--- src/rtl/uart_pkg.sv ---
// Shared types and constants for the UART transmit path.
package uart_pkg;

    localparam int UART_DATA_W    = 8;
    localparam int UART_BITCNT_W  = 3;
    localparam int UART_BAUDCNT_W = 16;

    typedef enum logic [2:0] {
        IDLE   = 3'd0,
        START  = 3'd1,
        DATA   = 3'd2,
        PARITY = 3'd3,
        STOP   = 3'd4
    } tx_state_e;

    // Even parity is the XOR of the byte; odd parity is its complement.
    function automatic logic parity_bit(input logic [UART_DATA_W-1:0] data, input logic odd);
        return (^data) ^ odd;
    endfunction

endpackage

--- src/rtl/uart_baud_tick.sv ---
// Bit-time down-counter. tick is high in the last cycle of each bit; a load
// restarts the count at CLKS_PER_BIT-1 so that every bit lasts CLKS_PER_BIT cycles.
module uart_baud_tick
    import uart_pkg::*;
#(
    parameter int CLKS_PER_BIT = 16
) (
    input  logic clk,
    input  logic reset,
    input  logic load,
    output logic tick
);

    localparam logic [UART_BAUDCNT_W-1:0] LOAD_VAL = UART_BAUDCNT_W'(CLKS_PER_BIT - 1);

    logic [UART_BAUDCNT_W-1:0] cnt;

    // Count down to zero and hold there until the next load.
    always_ff @(posedge clk) begin
        // NOTE: sequential state uses non-blocking assignments so every flop samples pre-edge values.
        if (reset) begin
            cnt <= '0;
        end else if (load) begin
            cnt <= LOAD_VAL;
        end else if (cnt != '0) begin
            cnt <= cnt - UART_BAUDCNT_W'(1);
        end
    end

    assign tick = (cnt == '0);

endmodule

--- src/rtl/uart_tx_shifter.sv ---
// UART serial transmit engine: start bit, 8 data bits LSB first, optional
// parity bit, then one or two stop bits.
// Build option: define UART_TX_PARITY_EN to include the parity bit.
module uart_tx_shifter
    import uart_pkg::*;
#(
    parameter int CLKS_PER_BIT = 16
) (
    input  logic                   clk,
    input  logic                   reset,
    input  logic                   tx_en_i,
    input  logic                   two_stop_i,
    input  logic                   odd_parity_i,
    input  logic                   start_i,
    input  logic [UART_DATA_W-1:0] data_i,
    output logic                   tx_o,
    output logic                   busy_o,
    output logic                   done_o
);

    tx_state_e                state, state_next;
    logic [UART_BITCNT_W-1:0] bit_idx, bit_idx_next;
    logic                     stop_idx, stop_idx_next;
    logic [UART_DATA_W-1:0]   data_q;
    logic                     two_stop_q;
    logic                     tick;
    logic                     load;
    logic                     accept;
    logic                     frame_end;
    logic                     tx_next;

`ifdef UART_TX_PARITY_EN
    logic odd_q;
`else
    // Parity sense has no effect in this build.
    logic unused_odd_parity;
    assign unused_odd_parity = odd_parity_i;
`endif

    // done_o blocks acceptance so a pending flag that upstream is still
    // clearing cannot re-send the same byte; with start_i held high the next
    // start bit follows one extra idle cycle after the done cycle.
    assign accept    = (state == IDLE) && tx_en_i && start_i && !done_o;
    assign load      = accept || (tick && (state != IDLE));
    assign frame_end = (state == STOP) && tick && (stop_idx || !two_stop_q);
    assign busy_o    = (state != IDLE);

    uart_baud_tick #(
        .CLKS_PER_BIT(CLKS_PER_BIT)
    ) u_baud (
        .clk  (clk),
        .reset(reset),
        .load (load),
        .tick (tick)
    );

    // State register with data-bit and stop-bit counters.
    always_ff @(posedge clk) begin
        if (reset) begin
            state    <= IDLE;
            bit_idx  <= '0;
            stop_idx <= 1'b0;
        end else begin
            state    <= state_next;
            bit_idx  <= bit_idx_next;
            stop_idx <= stop_idx_next;
        end
    end

    // Capture the frame contents at acceptance so later input changes are ignored.
    always_ff @(posedge clk) begin
        if (reset) begin
            data_q     <= '0;
            two_stop_q <= 1'b0;
`ifdef UART_TX_PARITY_EN
            odd_q      <= 1'b0;
`endif
        end else if (accept) begin
            data_q     <= data_i;
            two_stop_q <= two_stop_i;
`ifdef UART_TX_PARITY_EN
            odd_q      <= odd_parity_i;
`endif
        end
    end

    // Next-state logic: advance one frame field per bit tick.
    always_comb begin
        // NOTE: every variable gets a default first so no path leaves it unassigned (no latch).
        state_next    = state;
        bit_idx_next  = bit_idx;
        stop_idx_next = stop_idx;
        case (state)
            IDLE: begin
                if (accept) begin
                    state_next    = START;
                    bit_idx_next  = '0;
                    stop_idx_next = 1'b0;
                end
            end
            START: begin
                if (tick) state_next = DATA;
            end
            DATA: begin
                if (tick) begin
                    if (bit_idx == UART_BITCNT_W'(UART_DATA_W - 1)) begin
                        bit_idx_next = '0;
`ifdef UART_TX_PARITY_EN
                        state_next   = PARITY;
`else
                        state_next   = STOP;
`endif
                    end else begin
                        bit_idx_next = bit_idx + UART_BITCNT_W'(1);
                    end
                end
            end
`ifdef UART_TX_PARITY_EN
            PARITY: begin
                if (tick) state_next = STOP;
            end
`endif
            STOP: begin
                if (tick) begin
                    if (two_stop_q && !stop_idx) begin
                        stop_idx_next = 1'b1;
                    end else begin
                        state_next    = IDLE;
                        stop_idx_next = 1'b0;
                    end
                end
            end
            default: state_next = IDLE;
        endcase
    end

    // Output logic: line level for the bit that starts at the coming edge.
    always_comb begin
        tx_next = 1'b1;
        case (state_next)
            START:  tx_next = 1'b0;
            DATA:   tx_next = data_q[bit_idx_next];
`ifdef UART_TX_PARITY_EN
            PARITY: tx_next = parity_bit(data_q, odd_q);
`endif
            default: tx_next = 1'b1;
        endcase
    end

    // Registered line and done pulse keep tx_o glitch-free.
    always_ff @(posedge clk) begin
        if (reset) begin
            tx_o   <= 1'b1;
            done_o <= 1'b0;
        end else begin
            tx_o   <= tx_next;
            done_o <= frame_end;
        end
    end

endmodule
--- config.mk ---
export PLATFORM = sky130hd
export DESIGN_NAME = uart_tx_shifter
export DESIGN_NICKNAME = d
export VERILOG_FILES = /design/src/rtl/uart_pkg.sv /design/src/rtl/uart_baud_tick.sv /design/src/rtl/uart_tx_shifter.sv
export SDC_FILE = /design/constraint.sdc
export NUM_CORES = 1
export LEC_CHECK = 0
export ABC_CLOCK_PERIOD_IN_PS = 4600
export CORE_UTILIZATION = 30
export CTS_CLUSTER_SIZE = 12
export DETAILED_ROUTE_END_ITERATION = 6
export GPL_TIMING_DRIVEN = 1
export PLACE_DENSITY = 0.54
export SETUP_SLACK_MARGIN = 0.05
export SKIP_CTS_REPAIR_TIMING = 1
export SYNTH_ARGS = -nofsm -noshare
export SYNTH_HDL_FRONTEND = slang
export SYNTH_SLANG_ARGS = --single-unit
export TNS_END_PERCENT = 5
--- constraint.sdc ---
create_clock -name clk -period 4.6 [get_ports clk]
set_input_delay 0.69 -clock clk [delete_from_list [all_inputs] [get_ports clk]]
set_output_delay 0.69 -clock clk [all_outputs]
set_load 0.02 [all_outputs]
==> impl_metrics.yaml <==
run_status:
  status: "finished clean"
routing:
  wl_um: 3096
  drtIter0Drc: 52
  ant_nets: 0
  drc_errors: 0
  num_vias: 1354
  firstDrtPassIters: 4
  via_per_inst: 4.871
  wire_per_inst_um: 11.14
synthesis:
  yosysMostFrequentCell: "dfxtp_1"
  synth_edf_count: 0
  yosys_most_used_dff: "dfxtp_1"
  synth_top_area_cell: "dfxtp_1"
  synth_xor_area_share_pct: 4.846
  ys_types: 40
  seq_area_frac_synth_pct: 41.85
  synth_simple_gate_area_share_pct: 28.15
  synthDominantCellAreaShare_pct: 41.85
  syn_inst: 193
  synth-seq-cells: 34
  ys_warn_count: 0
  synthesis.area_um2: 1627
  synth_common_cells: "34 x dfxtp_1, 25 x nand2_1, 20 x nor2_1, 18 x a21oi_1"
  syn_nets: 211
  avgSynthCellArea_um2: 8.428
  async_flop_share_pct: 0
  synthAdderAreaFrac_pct: 3.077
  synth_top_family_by_area: "simple AND/OR/NAND/NOR gates"
  synth_compound_area_share_pct: 16.00
  synth.mux.area_fraction_pct: 3.154
  synthTopCellsByArea: "dfxtp_1 42%, nand2_1 5.8%, a21oi_1 5.5%"
cts:
  cts-root-buf: "clkbuf_8"
  numCtsBuffers: 5
  cts.sinks: 34
  cts_tree: "yes"
  htreeDepth: 2
  cts.clk_slew.worst_paths_ps: 70
  clk_path_buf_depth: 2
  clkLatencyLatePin_ps: 280
critical_path:
  startpoint_type: "flop"
  crit_type: "flop to flop"
  worst-path-max-fanout: 14
  setup.worst_path.end_class: "flop"
  cp.required_ps: 4810
  worstPathArrival_ps: 2950
timing:
  slew-limit-headroom_pct: 45.92
  finalSetupTns_ps: 0
  skew_ps: 7.220
  min_period_ps: 2733
  fmax_mhz: 365.8
  rsz0062_at_grt: "false"
  drv_slew: 0
  setup_viol: 0
  fin_crit_sh_pct: 59.42
  hold_violations: 0
  fin_ws_ps: 1867
  worstMarginPinSlew_ps: 808.6
power:
  power.total_uw: 1088
  p_leak_uw: 0.0006744
  p_per_area_nw_per_um2: 565.7
  peakVddDrop_uv: 213.4
global_route:
  grt_overflow_total: 0
  grt_pass1_wl_um: 5423
  grt_max_degree: 24
  gr-usage-all-layers_pct: 12.70
  antenna_found_initial: 0
  grt_pass1_vias: 1224
die:
  pin_count: 17
  core_area_um2: 5172
  start_util_pct: 31.45
  die_w_um: 75.64
  die_area_um2: 5721
  fp.dieH_um: 75.64
  num_rows: 26
final_layout:
  syn_to_final_growth_pct: 18.23
  nets: 225
  drive_gt1_share_pct: 5.769
  diodes: 0
placement:
  port_buffers: 15
  gp_congestion: 0.7345
  hpwlAfterDp_um: 2230
  pre_cts_ws_ps: 1700
hold_path:
  hp-class: "flop to flop"
run:
  maxCapViolCount: 0
-- path summary, 6_finish.rpt --
path | startpoint | to | slack [ps] | cells past startpoint
min reg2reg | two_stop_q$_SDFFE_PP0P_ | two_stop_q$_SDFFE_PP0P_ | 450 | 2
max reg2reg | u_baud.cnt[0]$_SDFFE_PP0P_ | tx_o$_SDFF_PP1_ | 1870 | 9
min | two_stop_q$_SDFFE_PP0P_ | two_stop_q$_SDFFE_PP0P_ | 450 | 2
max | u_baud.cnt[0]$_SDFFE_PP0P_ | tx_o$_SDFF_PP1_ | 1870 | 9
-- worst max-delay path: stages, from the launching register on --
cell and delay (ps):
dfxtp_1 340, inv_1 90, ha_1 140, nor4b_1 230, nand2_1 170, or2_0 510, a311o_1 540, mux2i_1 150
a2111o_1 420, o211ai_2 80
-- logic make-up (layout without fill, tap and decap cells) --
| kind of cell | count (synthesis) | after routing |
|---|---|---|
| buffers and inverters | 12 | 27 |
| AND/OR/NAND/NOR | 89 | 89 |
| AO/OA/AOI/OAI | 40 | 40 |
| multiplexers | 5 | 5 |
| adder cells (fa/ha/maj) | 4 | 4 |
| flip-flops | 34 | 34 |
| XOR/XNOR | 9 | 9 |
-- final cells by class --
class                           count  area [µm²]
Tap cell                           70       87.58
Sequential cell                    34       680.7
Clock buffer                        7       86.33
Multi-Input combinational cell    147       898.4
Fill cell                         564        3249
Inverter                            4       15.01
Clock inverter                      1       5.005
Timing Repair Buffer               15       150.1
-- where the power goes --
group	leakage, µW	switching, µW	internal, µW
sequential	0.000278	66.0	361
combinational	0.000348	251	186
clock	0.0000482	103	121
total	0.000674	420	668
-- stage by stage --
stage	std cells	cell area [µm²]	utilization, %	hold slack [ps]
after floorplan	193	1627	-	431.8
after global placement	270	1832	35.41	441.5
after detailed placement	270	1832	35.41	447.7
after CTS	278	1923	37.18	457.5
after global routing	278	1923	37.18	478.5
final	278	1923	37.18	450.3
-- flip-flops by register name (all words and copies together), names as in the netlist --
| signal | cells |
|---|---|
| data_q | 8 |
| stop_idx | 1 |
| two_stop_q | 1 |
| bit_idx | 3 |
| done_o | 1 |
| state | 3 |
| u_baud.cnt | 16 |
| tx_o | 1 |
-- cells in the final DEF (no fill, tap or decap), drive strengths merged, types with 3 or more instances in the layout --
cell,netlist,layout
nor2,20,20
xnor2,7,7
nor3,8,8
inv,4,4
nand2,26,26
a311oi,4,4
nor3b,3,3
a21oi,18,18
o21ai,8,8
nand3,6,6
or3,3,3
nor4,5,5
dfxtp,34,34
mux2i,4,4
ha,4,4
clkdlybuf4s50,0,15
and2,3,3
clkbuf,6,7
nor2b,4,4
-- metal layers --
layer | global-route usage (%) | vias up | routed length [µm]
li1 | - | 709 | -
met1 | 15.41 | 622 | 1556
met2 | 21.03 | 18 | 1401
met3 | 4.365 | 5 | 105
met4 | 4.321 | 0 | 32
met5 | 0 | - | 0
Note: power is estimated with default switching activity, not from simulation.
